===== src/rtl/draw_player_anim_if.sv =====
// Shared types for the player sprite: character state encoding and the VGA pixel bus.
package state_pkg;
  typedef enum logic [1:0] {
    IDLE1  = 2'd0,
    RIGHT1 = 2'd1,
    LEFT1  = 2'd2
  } State1;
endpackage

interface vga_if;
  logic [10:0] vcount;
  logic [10:0] hcount;
  logic        vsync;
  logic        hsync;
  logic        vblnk;
  logic        hblnk;
  logic [11:0] rgb;

  modport in  (input  vcount, hcount, vsync, hsync, vblnk, hblnk, rgb);
  modport out (output vcount, hcount, vsync, hsync, vblnk, hblnk, rgb);
endinterface


===== src/rtl/draw_player_anim.sv =====
// Animated player sprite overlaid on a VGA stream through a 2-clock pipeline.
// Define DRAW_PLAYER_JUMP_EN to build in the jump state machine.
module draw_player_anim #(
  parameter logic [11:0] PLAYER_COLOR = 12'hF0F,
  parameter logic [11:0] EYE_COLOR    = 12'h0FF,
  parameter int          BASE_Y       = 410,
  parameter int          JUMP_H       = 64,
  parameter int          JUMP_STEP    = 8,
  parameter int          ANIM_DIV     = 8
) (
  input  logic                clk,
  input  logic                rst,
  vga_if.in                   vga_in,
  vga_if.out                  vga_out,
  input  logic [11:0]         xpos_player,
  input  state_pkg::State1    state,
  input  logic                jump,
  output logic                airborne
);

  localparam int WALK_W = (ANIM_DIV > 1) ? $clog2(ANIM_DIV) : 1;
  localparam logic [WALK_W-1:0] WALK_LAST = WALK_W'(ANIM_DIV - 1);

  // Range test on a relative coordinate; a set sign bit never hits.
  function automatic logic in_rng(input logic [12:0] v, input logic [12:0] lo,
                                  input logic [12:0] hi);
    return !v[12] && (v >= lo) && (v <= hi);
  endfunction

  function automatic logic in_eye(input logic [12:0] dx, input logic [12:0] dy,
                                  input logic [12:0] cx);
    logic [12:0]        ex;
    logic [12:0]        ey;
    logic signed [25:0] sx;
    logic signed [25:0] sy;
    ex = dx - cx;
    ey = dy - 13'd30;
    sx = $signed({{13{ex[12]}}, ex});
    sy = $signed({{13{ey[12]}}, ey});
    return !dx[12] && !dy[12] && ((sx * sx + sy * sy) <= 26'sd30);
  endfunction

  function automatic logic walk_legs(input logic [12:0] dxl, input logic phase);
    logic hit;
    if (phase) begin
      hit = in_rng(dxl, 13'd4, 13'd12) || in_rng(dxl, 13'd13, 13'd21);
    end else begin
      hit = in_rng(dxl, 13'd1, 13'd9) || in_rng(dxl, 13'd16, 13'd24);
    end
    return hit;
  endfunction

  logic                vblnk_prev_r;
  logic                tick_s;
  logic [11:0]         xpos_r;
  state_pkg::State1    state_r;
  logic [6:0]          jump_y_s;
  logic                grounded_s;
  logic [WALK_W-1:0]   walk_cnt_r;
  logic                walk_phase_r;

  assign tick_s = vga_in.vblnk & ~vblnk_prev_r;

  // Frame-tick edge detect and per-frame capture of position and state.
  always_ff @(posedge clk) begin
    if (!rst) begin
      vblnk_prev_r <= 1'b0;
      xpos_r       <= 12'd0;
      state_r      <= state_pkg::IDLE1;
    end else begin
      vblnk_prev_r <= vga_in.vblnk;
      if (tick_s) begin
        xpos_r  <= xpos_player;
        state_r <= state;
      end
    end
  end

`ifdef DRAW_PLAYER_JUMP_EN
  localparam logic [1:0] GROUND = 2'd0;
  localparam logic [1:0] RISE   = 2'd1;
  localparam logic [1:0] FALL   = 2'd2;
  localparam logic [7:0] JUMP_H_8    = 8'(JUMP_H);
  localparam logic [7:0] JUMP_STEP_8 = 8'(JUMP_STEP);

  logic [1:0] jstate_r;
  logic [1:0] jstate_nxt;
  logic [6:0] jump_y_r;
  logic [6:0] jump_y_nxt;

  // Jump next-state; the launch tick leaves the offset at 0.
  always_comb begin
    jstate_nxt = jstate_r;
    jump_y_nxt = jump_y_r;
    if (tick_s) begin
      case (jstate_r)
        GROUND: begin
          jump_y_nxt = 7'd0;
          if (jump) begin
            jstate_nxt = RISE;
          end else begin
            jstate_nxt = GROUND;
          end
        end
        RISE: begin
          if (({1'b0, jump_y_r} + JUMP_STEP_8) >= JUMP_H_8) begin
            jump_y_nxt = JUMP_H_8[6:0];
            jstate_nxt = FALL;
          end else begin
            jump_y_nxt = jump_y_r + JUMP_STEP_8[6:0];
            jstate_nxt = RISE;
          end
        end
        FALL: begin
          if ({1'b0, jump_y_r} <= JUMP_STEP_8) begin
            jump_y_nxt = 7'd0;
            jstate_nxt = GROUND;
          end else begin
            jump_y_nxt = jump_y_r - JUMP_STEP_8[6:0];
            jstate_nxt = FALL;
          end
        end
        default: begin
          jump_y_nxt = 7'd0;
          jstate_nxt = GROUND;
        end
      endcase
    end else begin
      jstate_nxt = jstate_r;
      jump_y_nxt = jump_y_r;
    end
  end

  // Jump state, offset and the airborne flag move together.
  always_ff @(posedge clk) begin
    if (!rst) begin
      jstate_r <= GROUND;
      jump_y_r <= 7'd0;
      airborne <= 1'b0;
    end else begin
      jstate_r <= jstate_nxt;
      jump_y_r <= jump_y_nxt;
      airborne <= (jstate_nxt != GROUND);
    end
  end

  assign jump_y_s   = jump_y_r;
  assign grounded_s = (jstate_r == GROUND);
`else
  logic jump_unused_s;

  assign jump_unused_s = jump;
  assign jump_y_s      = 7'd0;
  assign grounded_s    = 1'b1;
  assign airborne      = 1'b0;
`endif

  // Walk animation: advances only while walking on the ground.
  always_ff @(posedge clk) begin
    if (!rst) begin
      walk_cnt_r   <= '0;
      walk_phase_r <= 1'b0;
    end else if (tick_s) begin
      case (state)
        state_pkg::RIGHT1, state_pkg::LEFT1: begin
          if (grounded_s) begin
            if (walk_cnt_r == WALK_LAST) begin
              walk_cnt_r   <= '0;
              walk_phase_r <= ~walk_phase_r;
            end else begin
              walk_cnt_r <= walk_cnt_r + WALK_W'(1'b1);
            end
          end
        end
        default: begin
          walk_cnt_r   <= '0;
          walk_phase_r <= 1'b0;
        end
      endcase
    end
  end

  logic signed [12:0] top_s;
  logic signed [12:0] dx_s;
  logic signed [12:0] dy_s;
  logic               leg_row_s;
  logic               eye_hit_s;
  logic               body_hit_s;

  assign top_s     = 13'(BASE_Y) - {6'd0, jump_y_s};
  assign dx_s      = {2'b00, vga_in.hcount} - {1'b0, xpos_r};
  assign dy_s      = {2'b00, vga_in.vcount} - top_s;
  assign leg_row_s = in_rng(dy_s, 13'd71, 13'd89);

  // Shape decode per captured state; unknown states draw nothing.
  always_comb begin
    eye_hit_s  = 1'b0;
    body_hit_s = 1'b0;
    case (state_r)
      state_pkg::IDLE1: begin
        eye_hit_s  = in_eye(dx_s, dy_s, 13'd10) || in_eye(dx_s, dy_s, 13'd27);
        body_hit_s = (in_rng(dy_s, 13'd0, 13'd9) &&
                      (in_rng(dx_s, 13'd1, 13'd9) || in_rng(dx_s, 13'd31, 13'd39)))
                  || (in_rng(dy_s, 13'd5, 13'd9) &&
                      (in_rng(dx_s, 13'd1, 13'd14) || in_rng(dx_s, 13'd26, 13'd39)))
                  || (in_rng(dy_s, 13'd10, 13'd69) && in_rng(dx_s, 13'd1, 13'd39))
                  || (leg_row_s &&
                      (in_rng(dx_s, 13'd1, 13'd14) || in_rng(dx_s, 13'd26, 13'd39)));
      end
      state_pkg::RIGHT1: begin
        eye_hit_s  = in_rng(dy_s, 13'd21, 13'd39) && in_rng(dx_s, 13'd25, 13'd29);
        body_hit_s = (in_rng(dy_s, 13'd1, 13'd70) && in_rng(dx_s, 13'd1, 13'd24))
                  || (leg_row_s && walk_legs(dx_s, walk_phase_r));
      end
      state_pkg::LEFT1: begin
        eye_hit_s  = in_rng(dy_s, 13'd21, 13'd39) && in_rng(dx_s, 13'd0, 13'd4);
        body_hit_s = (in_rng(dy_s, 13'd1, 13'd70) && in_rng(dx_s, 13'd6, 13'd29))
                  || (leg_row_s && walk_legs(dx_s - 13'd5, walk_phase_r));
      end
      default: begin
        eye_hit_s  = 1'b0;
        body_hit_s = 1'b0;
      end
    endcase
  end

  logic        eye_hit_r;
  logic        body_hit_r;
  logic [10:0] hcount_r;
  logic [10:0] vcount_r;
  logic        hsync_r;
  logic        vsync_r;
  logic        hblnk_r;
  logic        vblnk_r;
  logic [11:0] rgb_r;
  logic [11:0] rgb_s;

  // Stage 1: hit flags alongside the delayed timing and background colour.
  always_ff @(posedge clk) begin
    if (!rst) begin
      eye_hit_r  <= 1'b0;
      body_hit_r <= 1'b0;
      hcount_r   <= 11'd0;
      vcount_r   <= 11'd0;
      hsync_r    <= 1'b0;
      vsync_r    <= 1'b0;
      hblnk_r    <= 1'b0;
      vblnk_r    <= 1'b0;
      rgb_r      <= 12'd0;
    end else begin
      eye_hit_r  <= eye_hit_s;
      body_hit_r <= body_hit_s;
      hcount_r   <= vga_in.hcount;
      vcount_r   <= vga_in.vcount;
      hsync_r    <= vga_in.hsync;
      vsync_r    <= vga_in.vsync;
      hblnk_r    <= vga_in.hblnk;
      vblnk_r    <= vga_in.vblnk;
      rgb_r      <= vga_in.rgb;
    end
  end

  always_comb begin
    if (eye_hit_r) begin
      rgb_s = EYE_COLOR;
    end else if (body_hit_r) begin
      rgb_s = PLAYER_COLOR;
    end else begin
      rgb_s = rgb_r;
    end
  end

  // Stage 2: registered outputs.
  always_ff @(posedge clk) begin
    if (!rst) begin
      vga_out.hcount <= 11'd0;
      vga_out.vcount <= 11'd0;
      vga_out.hsync  <= 1'b0;
      vga_out.vsync  <= 1'b0;
      vga_out.hblnk  <= 1'b0;
      vga_out.vblnk  <= 1'b0;
      vga_out.rgb    <= 12'd0;
    end else begin
      vga_out.hcount <= hcount_r;
      vga_out.vcount <= vcount_r;
      vga_out.hsync  <= hsync_r;
      vga_out.vsync  <= vsync_r;
      vga_out.hblnk  <= hblnk_r;
      vga_out.vblnk  <= vblnk_r;
      vga_out.rgb    <= rgb_s;
    end
  end

endmodule

===== src/flat_wrapper.sv =====
// flat-port wrapper written by rule: the top's interface ports become plain ports
module draw_player_anim_flat 
#(
  parameter logic [11:0] PLAYER_COLOR = 12'hF0F,
  parameter logic [11:0] EYE_COLOR    = 12'h0FF,
  parameter int          BASE_Y       = 410,
  parameter int          JUMP_H       = 64,
  parameter int          JUMP_STEP    = 8,
  parameter int          ANIM_DIV     = 8
)
  (clk, rst, xpos_player, state, jump, airborne, vga_in_vcount, vga_in_hcount, vga_in_vsync, vga_in_hsync, vga_in_vblnk, vga_in_hblnk, vga_in_rgb, vga_out_vcount, vga_out_hcount, vga_out_vsync, vga_out_hsync, vga_out_vblnk, vga_out_hblnk, vga_out_rgb);
  vga_if vga_in_i ();
  vga_if vga_out_i ();
  input  logic clk;
  input  logic rst;
  input  logic [11:0] xpos_player;
  input  state_pkg::State1 state;
  input  logic jump;
  output logic airborne;
  input wire logic [$bits(vga_in_i.vcount)-1:0] vga_in_vcount;
  input wire logic [$bits(vga_in_i.hcount)-1:0] vga_in_hcount;
  input wire logic [$bits(vga_in_i.vsync)-1:0] vga_in_vsync;
  input wire logic [$bits(vga_in_i.hsync)-1:0] vga_in_hsync;
  input wire logic [$bits(vga_in_i.vblnk)-1:0] vga_in_vblnk;
  input wire logic [$bits(vga_in_i.hblnk)-1:0] vga_in_hblnk;
  input wire logic [$bits(vga_in_i.rgb)-1:0] vga_in_rgb;
  output wire logic [$bits(vga_out_i.vcount)-1:0] vga_out_vcount;
  output wire logic [$bits(vga_out_i.hcount)-1:0] vga_out_hcount;
  output wire logic [$bits(vga_out_i.vsync)-1:0] vga_out_vsync;
  output wire logic [$bits(vga_out_i.hsync)-1:0] vga_out_hsync;
  output wire logic [$bits(vga_out_i.vblnk)-1:0] vga_out_vblnk;
  output wire logic [$bits(vga_out_i.hblnk)-1:0] vga_out_hblnk;
  output wire logic [$bits(vga_out_i.rgb)-1:0] vga_out_rgb;
  assign vga_in_i.vcount = vga_in_vcount;
  assign vga_in_i.hcount = vga_in_hcount;
  assign vga_in_i.vsync = vga_in_vsync;
  assign vga_in_i.hsync = vga_in_hsync;
  assign vga_in_i.vblnk = vga_in_vblnk;
  assign vga_in_i.hblnk = vga_in_hblnk;
  assign vga_in_i.rgb = vga_in_rgb;
  assign vga_out_vcount = vga_out_i.vcount;
  assign vga_out_hcount = vga_out_i.hcount;
  assign vga_out_vsync = vga_out_i.vsync;
  assign vga_out_hsync = vga_out_i.hsync;
  assign vga_out_vblnk = vga_out_i.vblnk;
  assign vga_out_hblnk = vga_out_i.hblnk;
  assign vga_out_rgb = vga_out_i.rgb;
  draw_player_anim #(.PLAYER_COLOR(PLAYER_COLOR), .EYE_COLOR(EYE_COLOR), .BASE_Y(BASE_Y), .JUMP_H(JUMP_H), .JUMP_STEP(JUMP_STEP), .ANIM_DIV(ANIM_DIV)) u_core (.clk(clk), .rst(rst), .vga_in(vga_in_i), .vga_out(vga_out_i), .xpos_player(xpos_player), .state(state), .jump(jump), .airborne(airborne));
endmodule

===== config.mk =====
export PLATFORM = sky130hd
export DESIGN_NAME = draw_player_anim_flat
export DESIGN_NICKNAME = d
export VERILOG_FILES = /design/src/rtl/draw_player_anim_if.sv /design/src/rtl/draw_player_anim.sv /design/src/flat_wrapper.sv
export SDC_FILE = /design/constraint.sdc
export NUM_CORES = 1
export LEC_CHECK = 0
export CORE_MARGIN = 2
export CORE_UTILIZATION = 59
export CTS_CLUSTER_DIAMETER = 120
export DETAILED_ROUTE_END_ITERATION = 12
export PLACE_DENSITY = 0.81
export SLEW_MARGIN = 5
export SYNTH_ARGS = -nofsm -noshare
export SYNTH_HDL_FRONTEND = slang
export SYNTH_SLANG_ARGS = --single-unit

===== constraint.sdc =====
create_clock -name clk -period 13.1 [get_ports clk]
set_input_delay 1.31 -clock clk [delete_from_list [all_inputs] [get_ports clk]]
set_output_delay 1.31 -clock clk [all_outputs]
set_load 0.02 [all_outputs]

# Yosys cells after proc, flatten, opt, wreduce, memory -nomap -nowiden
# Cells that the tools add are included.
[word_totals] ff_bits=96 latch_bits=0 mem_bits_rw=0 mem_bits_ro=0 out_inout_bits=39 elab_cells=166 mem_count=0
[op_classes] add_sub_neg=9 n_mul=3 n_div=0 order_cmp=38 eq_ne=6 n_shift=0 n_mux=12 bitwise=4 n_reduce_logical=73
[op_table] operator="$ge A13 B5 Y1 const B" n=6
[op_table] operator="$le A13 B4 Y1 const B" n=6
[op_table] operator="$mul A13 B13 Y26" n=3
[op_table] operator="$ge A13 B1 Y1 const B" n=5
[op_table] operator="$le A13 B5 Y1 const B" n=5
[op_table] operator="$logic_and A1 B1 Y1" n=54
[op_table] operator="$add A26 B26 Y26" n=2
[op_table] operator="$ge A13 B3 Y1 const B" n=4
[op_table] operator="$le A26 B6 Y1 const B" n=2
[op_table] operator="$ge A13 B4 Y1 const B" n=3
[op_table] operator="$le A13 B7 Y1 const B" n=3
[op_table] operator="$le A13 B6 Y1 const B" n=2
[op_table] operator="$sub A13 B5 Y13 const B" n=2
[op_table] operator="$ge A13 B7 Y1 const B" n=1
[op_table] operator="$le A13 B3 Y1 const B" n=1
[op_table] operator="$sub A11 B12 Y13" n=1
[op_table] operator="$sub A13 B3 Y13 const B" n=1
[op_table] operator="$sub A13 B4 Y13 const B" n=1
[op_table] operator="$logic_or A1 B1 Y1" n=12
[op_table] operator="$mux W12" n=1
[op_table] operator="$sub A11 B9 Y12 const B" n=1
[op_table] operator="$mux W8" n=1
[op_table] operator="$mux W1" n=6
[op_table] operator="$mux W3" n=2
[op_table] operator="12 further kinds" n=20

# Longest topological paths before layout
[depth] depth_word=11 depth_mapped=59 mapped_depth_nobuf=57

# Worst setup path before layout
# No wires, ideal clock.
[synth_timing] kind="input port to flip-flop" startpoint="input vga_in_vcount[1]" endpoint="register u_core.eye_hit_r" t_arrival_ns=13.779 required_time_ns=13.031 setup_slack_ns=-0.748 path_stages=56 path_buffers=2 path_cell_list="inv_1 clkbuf_1 ha_1 clkbuf_1 nand3b_1 nand2_1 xor2_1 nor3_1 nand2_1 nor2_1 nand2_1 o21ai_1 nand2_1 xnor2_1 ha_1 inv_1 fa_1 inv_1 (+20 left out) fa_1 inv_1 fa_1 fa_1 inv_1 fa_1 ha_1 inv_1 o21ba_2 a2111oi_0 nand4_1 nor4_1 nand4_1 a2111oi_0 a32oi_1 or4b_1 o211ai_1 o21ai_1"
[synth_via] elab_chain_cells=8 word_cells_on_any_way=19 classes_between="add/sub (4); mul (1); order compare (4); mux (1); reduce/logical (9)"
[synth_lines] element="start: declaration" line_no="flat_wrapper.sv:20" rtl="input wire logic [$bits(vga_in_i.vcount)-1:0] vga_in_vcount;"
[synth_lines] element="$sub A11 B9 Y12 *" line_no="draw_player_anim.sv:192" rtl="assign dy_s = {2'b00, vga_in.vcount} - top_s;"
[synth_lines] element="$sub A13 B5 Y13" line_no="draw_player_anim.sv:37" rtl="ey = dy - 13'd30;"
[synth_lines] element="$mul A13 B13 Y26" line_no="draw_player_anim.sv:40" rtl="return !dx[12] && !dy[12] && ((sx * sx + sy * sy) <= 26'sd30);"
[synth_lines] element="$add A26 B26 Y26" line_no="draw_player_anim.sv:40"
[synth_lines] element="$le A26 B6 Y1" line_no="draw_player_anim.sv:40"
[synth_lines] element="$logic_and A1 B1 Y1" line_no="draw_player_anim.sv:40"
[synth_lines] element="$logic_or A1 B1 Y1" line_no="draw_player_anim.sv:201" rtl="eye_hit_s = in_eye(dx_s, dy_s, 13'd10) || in_eye(dx_s, dy_s, 13'd27);"
[synth_lines] element="$pmux W1 S3 *" line_no="draw_player_anim.sv:199" rtl="case (state_r)"
[synth_lines] element="end signal: assignment" line_no="draw_player_anim.sv:251" rtl="eye_hit_r <= eye_hit_s;"
[synth_lines] element="end: declaration" line_no="draw_player_anim.sv:227" rtl="logic eye_hit_r;"
# Mark *: on every way between the ends. The rest lies on a longest branch, timed or not.
# A chain may end at the register's enable or synchronous reset.

# Final worst setup path
[layout_timing] startpoint="input vga_in_vcount[2]" endpoint="register u_core.eye_hit_r"
# Same word-level chain as after synthesis.

==> results.yml <==
run_status:
  status: "finished with violations"
  violations: "negative setup slack"
yosys:
  syn-cell-area_sq_mm: 0.02466
  syn-instance-count: 2770
  synth_top_area_cell: "fa_1"
  ys.flop_type: "dfxtp_1"
  synth.area.top_cells: "fa_1, ha_1, inv_1"
  syn-num-nets: 3581
  synth.distinct_cells: 83
  yosys_warnings: 0
  synth-seq-area-share: 0.07793
  avgSynthCellArea_sq_um: 8.903
  netlist.area_leader.share: 0.3961
  ys_ff_latch: 96
  synth_edf_count: 0
  synthArstFlopShare: 0
finish:
  layout_common_cells: "inv_1, fa_1, buf_4"
  syn2layout_area_growth_pct: 21.88
  final_common_cell: "inv_1"
  final_nets: 4004
  n_antenna_cell: 0
  drive_gt1_frac: 0.1760
clocking:
  clk_pin_slew_worst_paths_ps: 60
  cts_tree: "yes"
  ctsHoldBuffers: 0
  numCtsBuffers: 9
  htree_levels: 3
  cts_root_buf: "clkbuf_16"
  insertion_delay_ps: 340
  clk_path_buf_depth: 2
  clock_sinks: 96
sta:
  slew_headroom: 0.2190
  period_needed_ps: 13550
  hold_violations: 0
  rsz0062_at_grt: "true"
  max_freq_mhz: 73.79
  hold_slack_ps: 432.2
  finClkSkew_ps: 7.160
  worst_pin_slew_ps: 1169
  setup_ws_ps: -452.8
  final-setup-viol-count: 1
  min_period_over_period: 1.035
  drv_slew: 0
critical_path:
  r2r_setup_slack_ps: 2860
  slowest_stage: "fa_1"
  crit_start: "vga_in_vcount[2]"
  end_kind: "register"
  crit_path_frequent_cell: "fa_1"
  start_kind: "input pin"
  critPathRequiredTime_ps: 13310
  max_stage_delay_ps: 580
  critical_path_class: "in2reg"
  cp.arrival_ps: 13760
  r2r-end: "u_core.eye_hit_r"
  r2r_cells: 38
  critPathMaxFanout: 5
  reg2reg_from: "u_core.xpos_r[0]"
global_routing:
  global_route.usage.total: 0.3106
  overflow: 0
  grt_pass1_wl_mm: 109.7
  grt_max_degree: 93
  antenna_found_initial: 0
  first_global_vias: 22780
placement:
  gp_congestion: 0.9790
  dp_slack_ps: -1374
  dp_hpwl_mm: 54.07
  port_buffers: 91
floorplan:
  die_w_um: 208.5
  dieHeight_um: 208.5
  core-area_sq_mm: 0.04102
  io_pins: 94
  rows: 74
  start_util: 0.6013
  die_area_sq_mm: 0.04345
worst_hold_path:
  hold_path_end: "u_core.vga_out.vcount[9]"
  min_path_cells: 1
  hp-class: "reg2reg"
  hp-start: "u_core.vcount_r[9]"
routing:
  vias: 20730
  drt_iter0_markers: 1570
  drc: 0
  ant_nets: 0
  drt_pass1_iterations: 5
  viasPerCell: 5.557
  finalWirelength_mm: 66.48
  routedWlPerCell_um: 17.82
run:
  cap_viol_max_count: 0
-- cells in the mapped netlist (all sizes together), types with 6 or more instances --
cell     count
a2111oi      8
a211oi       6
a21boi      27
a21o        29
a21oi       75
a31oi       12
and2        84
and3        11
buf          6
clkbuf      52
clkinv      11
dfxtp       96
fa         488
ha         268
inv        714
mux2i       11
nand2      193
nand2b      22
nand3       20
nand3b       9
nand4        6
nor2       223
nor2b       19
nor3        31
nor4        12
o2111ai     10
o211ai      14
o21a        23
o21ai       58
o22ai        9
o31a        10
or2         15
or3         12
xnor2       90
xor2        29
-- layout make-up --
class,instances,area (sq um)
clock buffers,9,225.2
clock inverters,7,61.31
fillers,2753,10960
inverters,725,2728
multi-input cells,1891,20640
flip-flops and latches,96,1922
well taps,532,665.6
repair buffers,470,3815
-- registers in the layout (all words and copies together), names as in the netlist, 2 cells and up --
name                   flops
u_core.rgb_r              12
u_core.vga_out.rgb        12
u_core.xpos_r             12
u_core.hcount_r           11
u_core.vcount_r           11
u_core.vga_out.hcount     11
u_core.vga_out.vcount     11
u_core.walk_cnt_r          3
u_core.state_r             2
-- logic make-up (layout without fill, tap and decap cells) --
kind of cell / count (synthesis) / after routing / synth area share
AOI/OAI and AO/OA: 329 / 329 / 0.09274
xor gates and xnor gates: 121 / 121 / 0.04515
adders and majority gates: 756 / 756 / 0.5321
buffers and inverters: 783 / 1211 / 0.1196
DFF: 96 / 96 / 0.07793
muxes: 11 / 11 / 0.004465
other: 1 / 1 / 0.0001521
and+or+nand+nor: 673 / 673 / 0.1278
-- timing repair --
action                     CTS  global route
pin swaps                   84            41
setup endpoints to repair    1             1
buffers inserted            35             9
resized for setup          141            45
-- worst max-delay path by stage --
stage | depth (start not counted) | slack, ps | endpoint
floorplan | 50 | 2 | u_core.eye_hit_r
global placement | 57 | -1130 | u_core.eye_hit_r
detailed placement | 55 | -1370 | u_core.eye_hit_r
CTS | 56 | -150 | u_core.eye_hit_r
global route | 55 | -850 | u_core.eye_hit_r
finish | 55 | -450 | u_core.eye_hit_r
-- per-stage QoR --
step,setup TNS (ps),instance area (sq um),std cells,util
after floorplan,0,24830,2770,-
after global placement,-1128,28680,3671,0.6991
after detailed placement,-1374,28680,3671,0.6991
after CTS,-151.6,29770,3721,0.7259
after global routing,-852.0,30060,3730,0.7328
final,-452.8,30060,3730,0.7328
-- metal layers --
metal  global-route usage  routed length, um
met5                    0                  0
met4               0.1300               3243
met3              0.05132               4881
met2               0.5431              33180
met1               0.3816              25170
-- worst max-delay path: cells and delay by family --
family | cells | cell delay [ps]
fa+ha+maj | 15 | 6470
simple gates | 12 | 2340
compound gates | 12 | 2020
buf+inv | 13 | 1120
xor+xnor | 3 | 480
Power is not shown: default switching activity piles up to over one toggle a cycle in this logic, so the estimate is an artifact.
